==> src/rtl/vram_arbiter.sv <==
// Single-port text RAM arbiter: GPU fetch > CPU port > fill/scroll block engine.
// Optional build macro VRAM_ARBITER_SCROLL_DOWN_EN adds op 2 (scroll down).
module vram_arbiter #(
  parameter int COLS = 80,
  parameter int ROWS = 25
) (
  input  logic        clock,
  input  logic        reset,
  input  logic        gpu_req,
  input  logic [11:0] gpu_address,
  input  logic        cpu_req,
  input  logic        cpu_we,
  input  logic [11:0] cpu_address,
  input  logic [7:0]  cpu_wdata,
  output logic [7:0]  cpu_rdata,
  output logic        cpu_ready,
  input  logic        cmd_start,
  input  logic [1:0]  cmd_op,
  input  logic [15:0] cmd_fill,
  output logic        busy,
  output logic        done,
  output logic [11:0] ram_address,
  output logic [7:0]  ram_wdata,
  output logic        ram_we,
  input  logic [7:0]  ram_q
);

  localparam logic [11:0] ROW_BYTES  = 12'(2 * COLS);
  localparam logic [11:0] SCREEN_END = 12'(2 * COLS * ROWS);
  localparam logic [11:0] SCROLL_END = 12'(2 * COLS * (ROWS - 1));

  typedef enum logic {C_IDLE, C_ACK} cpu_state_t;
  typedef enum logic [2:0] {E_IDLE, E_READ, E_WRITE, E_FILL, E_DONE} eng_state_t;

  cpu_state_t  cpu_state, cpu_state_next;
  eng_state_t  eng_state, eng_state_next;
  logic        cpu_write;
  logic [11:0] index, index_next;
  logic [15:0] pattern, pattern_next;
  logic        down, down_next;
  logic        capture_pending;
  logic [7:0]  hold;
  logic        cpu_grant, eng_active, eng_grant;
  logic [11:0] read_address;
  logic [7:0]  write_byte, fill_byte;

  always_ff @(posedge clock) begin
    if (reset) begin
      cpu_state       <= C_IDLE;
      eng_state       <= E_IDLE;
      cpu_write       <= 1'b0;
      index           <= '0;
      pattern         <= '0;
      down            <= 1'b0;
      capture_pending <= 1'b0;
      hold            <= '0;
    end else begin
      cpu_state       <= cpu_state_next;
      eng_state       <= eng_state_next;
      index           <= index_next;
      pattern         <= pattern_next;
      down            <= down_next;
      if (cpu_grant)
        cpu_write <= cpu_we;
      // ram_q is valid the cycle after a granted read, whoever owns the RAM then
      capture_pending <= (eng_state == E_READ) && eng_grant;
      if (capture_pending)
        hold <= ram_q;
    end
  end

  always_comb begin
    cpu_grant    = (cpu_state == C_IDLE) && cpu_req && !gpu_req;
    eng_active   = (eng_state == E_READ) || (eng_state == E_WRITE) || (eng_state == E_FILL);
    eng_grant    = eng_active && !gpu_req && !cpu_grant;
    read_address = down ? (index - ROW_BYTES) : (index + ROW_BYTES);
    write_byte   = capture_pending ? ram_q : hold;
    fill_byte    = index[0] ? pattern[7:0] : pattern[15:8];
  end

  always_comb begin
    cpu_state_next = cpu_state;
    case (cpu_state)
      C_IDLE:  if (cpu_grant) cpu_state_next = C_ACK;
      C_ACK:   cpu_state_next = C_IDLE;
      default: cpu_state_next = C_IDLE;
    endcase
  end

  always_comb begin
    eng_state_next = eng_state;
    index_next     = index;
    pattern_next   = pattern;
    down_next      = down;
    case (eng_state)
      E_IDLE: begin
        if (cmd_start) begin
          pattern_next = cmd_fill;
          index_next   = '0;
          down_next    = 1'b0;
          case (cmd_op)
            2'd0: eng_state_next = E_FILL;
            2'd1: eng_state_next = E_READ;
`ifdef VRAM_ARBITER_SCROLL_DOWN_EN
            2'd2: begin
              eng_state_next = E_READ;
              index_next     = SCREEN_END - 12'd1;
              down_next      = 1'b1;
            end
`endif
            default: eng_state_next = E_DONE;
          endcase
        end
      end
      E_READ: begin
        if (eng_grant)
          eng_state_next = E_WRITE;
      end
      E_WRITE: begin
        if (eng_grant) begin
          if (down) begin
            index_next     = index - 12'd1;
            eng_state_next = (index == ROW_BYTES) ? E_FILL : E_READ;
          end else begin
            index_next     = index + 12'd1;
            eng_state_next = ((index + 12'd1) == SCROLL_END) ? E_FILL : E_READ;
          end
        end
      end
      E_FILL: begin
        if (eng_grant) begin
          if (down) begin
            index_next = index - 12'd1;
            if (index == 12'd0)
              eng_state_next = E_DONE;
          end else begin
            index_next = index + 12'd1;
            if ((index + 12'd1) == SCREEN_END)
              eng_state_next = E_DONE;
          end
        end
      end
      E_DONE:  eng_state_next = E_IDLE;
      default: eng_state_next = E_IDLE;
    endcase
  end

  // RAM mux: GPU wins outright, then a fresh CPU grant, then the engine
  always_comb begin
    ram_address = '0;
    ram_wdata   = '0;
    ram_we      = 1'b0;
    if (!reset) begin
      if (gpu_req) begin
        ram_address = gpu_address;
      end else if (cpu_grant) begin
        ram_address = cpu_address;
        ram_wdata   = cpu_wdata;
        ram_we      = cpu_we;
      end else if (eng_grant) begin
        case (eng_state)
          E_READ: ram_address = read_address;
          E_WRITE: begin
            ram_address = index;
            ram_wdata   = write_byte;
            ram_we      = 1'b1;
          end
          E_FILL: begin
            ram_address = index;
            ram_wdata   = fill_byte;
            ram_we      = 1'b1;
          end
          default: ram_address = '0;
        endcase
      end
    end
  end

  assign cpu_ready = (cpu_state == C_ACK);
  assign cpu_rdata = ((cpu_state == C_ACK) && !cpu_write) ? ram_q : 8'h00;
  assign busy      = eng_active;
  assign done      = (eng_state == E_DONE);

endmodule

==> config.mk <==
export PLATFORM = sky130hd
export DESIGN_NAME = vram_arbiter
export DESIGN_NICKNAME = d
export VERILOG_FILES = /design/src/rtl/vram_arbiter.sv
export SDC_FILE = /design/constraint.sdc
export NUM_CORES = 1
export LEC_CHECK = 0
export CORE_ASPECT_RATIO = 1.1
export CORE_MARGIN = 2
export CORE_UTILIZATION = 28
export CTS_CLUSTER_DIAMETER = 30
export DETAILED_ROUTE_END_ITERATION = 10
export PLACE_DENSITY = 0.61
export SYNTH_ARGS = -nofsm -noshare
export SYNTH_HDL_FRONTEND = slang
export SYNTH_SLANG_ARGS = --single-unit
==> constraint.sdc <==
create_clock -name clock -period 2.72 [get_ports clock]
set_input_delay 0.272 -clock clock [delete_from_list [all_inputs] [get_ports clock]]
set_output_delay 0.272 -clock clock [all_outputs]
set_load 0.02 [all_outputs]
==> metrics.txt <==
Syn Nets 444; Ys Warns 0; Routed WL 8682 um; Num CTS Buffers 5; first-pass GRT wire length 14110 um; Reg area 844.6 sq um; largest net degree at the start of global routing 44; post-synthesis cell count 377; Root Driver clkbuf_8; worst vdd ir 0.2066 mV; initial antenna violation count 0; FFs w/ async S/R, synth 0%; mux cell area share after synthesis 6.838%; xor/xnor share of the synthesized area 1.215%; RSZ-0062 raised after global routing no; port bufs 95; capture point of the worst reg-to-reg path eng_state[1]$_SDFFE_PP0P_; wire per inst 14.74 um; crit start category flop; clk_skew 0.003432 ns; WHS 0.4561 ns; Reg2Reg Setup Slack 0.50 ns; fin crit period 2.584 ns; DRC 0; post-route design area 4043 sq um; P_leak 1.552 nW; Fin Setup TNS 0 ns; Routed Antenna Nets 0; reg2reg path depth 8; # hold bufs at CTS 0; Mapped Area 2781 sq um; vias in the first global route 2926; Max Cap Viol 0; Final period util 94.99%; Critical Path RT 2.45 ns; Area growth, synth to finish 45.34%; Synth Register Bits 42; fmax 387.0 MHz; Max-slew headroom 65.90%; 1st-iter DRT viols 247; Worst Tran Pin Value 0.5096 ns; Data arrival, critical path 2.31 ns; Finish-stage setup viols 0; Adder-Cell Fraction of Synth Area 1.350%; core area 9747 sq um; Ant. Diodes 0; CTS tree built; largest family of logic cells by synthesized area simple AND/OR/NAND/NOR gates; routed vias/inst 5.080; Filler Cells Inserted 1035; Final GP Congestion 0.8362; leading area contributor after synthesis dfxtp_1; Synth area leaders dfxtp_1 30%, a21oi_1 7.6%, nor2_1 7.2%; global-route usage over all layers 15.98%; Die X 99.03 um; Post-synth top cells 53 x nor2_1, 48 x nand2_1, 42 x a21oi_1, 42 x dfxtp_1, 18 x clkbuf_1; Placed Area 3897 sq um; Power Dens Cells 443.9 nW/um^2; DR vias 2992; row count 38; Worst Hold End pattern[12]$_SDFFE_PP0P_; Post-synth top flop dfxtp_1; R2R Path Start index[5]$_SDFFE_PP0P_; Seq/Total Area, Yosys 30.23%; Die H 108.5 um; GR Overflow Total 0; Crit Path Class reg2out; Hold Violations, Final 0; syn_area_per_cell 7.378 sq um; Clock transition at path regs 0.08 ns; layout cells sized above 1 11.94%; Post-synth EDFFs 0; fin nets 535; hold_sp pattern[12]$_SDFFE_PP0P_; clock sinks 42; I/O pin count 96; Synth cell types 57; area share of the largest cell type after synthesis 30.23%; hpwl dp 6650 um; Hold Crit Class reg2reg; simple-gate share of the synthesized area 30.59%; clk_lat worst skew 0.29 ns; final core occ 41.48%; multi-input logic area 1798 sq um; maximum clock path buffer count 2; die area 10750 sq um; most common cell in the synthesized netlist nor2_1; final slew viol count 0; starting density of the core 28.54%; compound-cell area share of the yosys netlist 24.16%; Hold Path Depth 2; CP endpoint kind output pin; status finished, final reports clean; worst-path maximum fanout 8; drt first pass iters 4; H-tree levels 2
worst max path at each step:
stage,from,endpoint,cells past startpoint
after floorplan,index[5]$_SDFFE_PP0P_,ram_address[10],5
after global placement,cpu_req,ram_address[11],9
after detailed placement,cpu_req,ram_address[11],9
after CTS,eng_state[1]$_SDFFE_PP0P_,ram_address[11],7
after global routing,cpu_req,ram_address[2],10
final,eng_state[1]$_SDFFE_PP0P_,ram_we,5
registers in the layout, indices dropped and copies added (netlist names):
name and flops:
pattern 16, cpu_write 1, cpu_ready 1, index 12
hold 8, capture_pending 1, eng_state 3
power breakdown:
group          total (mW)  internal (mW)  switching [mW]  leakage [nW]
Combinational       0.603          0.289           0.315          1.16
Clock               0.498          0.274           0.224        0.0514
Sequential          0.693          0.658          0.0355         0.343
stage by stage:
stage | std cells | power (mW) | worst slack, ns
after global placement | 581 | 1.302 | 0.1163
after detailed placement | 581 | 1.310 | 0.09517
after CTS | 589 | 1.810 | 0.03842
after global routing | 589 | 1.914 | 0.0008495
final | 589 | 1.795 | 0.1363
after floorplan | 377 | 1.044 | 0.6850
cell type report:
| class | count | area share, % |
|---|---|---|
| Clock buffer | 6 | 1.795 |
| Clock inverter | 2 | 0.9285 |
| Sequential cell | 42 | 20.89 |
| Multi-Input combinational cell | 299 | 44.48 |
| Inverter | 3 | 0.2786 |
| Timing Repair Buffer | 117 | 27.92 |
| Tap cell | 120 | 3.714 |
timing repair:
action	in CTS	in global routing
gates resized for setup	1	13
buffers inserted	0	0
endpoints found under the setup margin	1	9
critical path, stage by stage (launching register included):
cell	delay [ns]
dfxtp_1	0.52
nand2b_1	0.16
buf_4	0.20
or3_1	0.36
a21oi_1	0.16
clkdlybuf4s50_1	0.62
routing by layer:
metal | vias up | routed length (um) | global-route usage, %
li1 | 1515 | - | -
met1 | 1373 | 3871 | 21.00
met2 | 93 | 4247 | 27.27
met3 | 11 | 456 | 3.038
met4 | 0 | 107 | 3.425
met5 | - | 0 | 0
kinds of logic after synthesis:
| logic type | count (synthesis) |
|---|---|
| AO/OA/AOI/OAI | 106 |
| XOR/XNOR | 3 |
| adder cells (fa/ha/maj) | 3 |
| buffers and inverters | 36 |
| flip-flops | 42 |
| multiplexers | 18 |
| AND/OR/NAND/NOR | 169 |
layout by cell type (no fill, tap or decap), types with 3 or more instances in the layout:
cell type / n
clkdlybuf4s50_1: 87
nor2_1: 53
nand2_1: 48
a21oi_1: 41
dfxtp_1: 39
buf_4: 21
o21ai_0: 17
a22oi_1: 15
nor3_1: 10
mux2i_1: 10
and2_1: 9
mux2_2: 8
nand3_1: 7
nor2b_1: 6
dlymetal6s2s_1: 6
a221oi_1: 5
a211oi_1: 5
and3_1: 5
clkbuf_8: 5
nand2b_1: 4
nor4_1: 4
nand3b_1: 4
a21o_1: 3
inv_1: 3
ha_1: 3
dfxtp_2: 3
(Power assumes the default switching activity.)
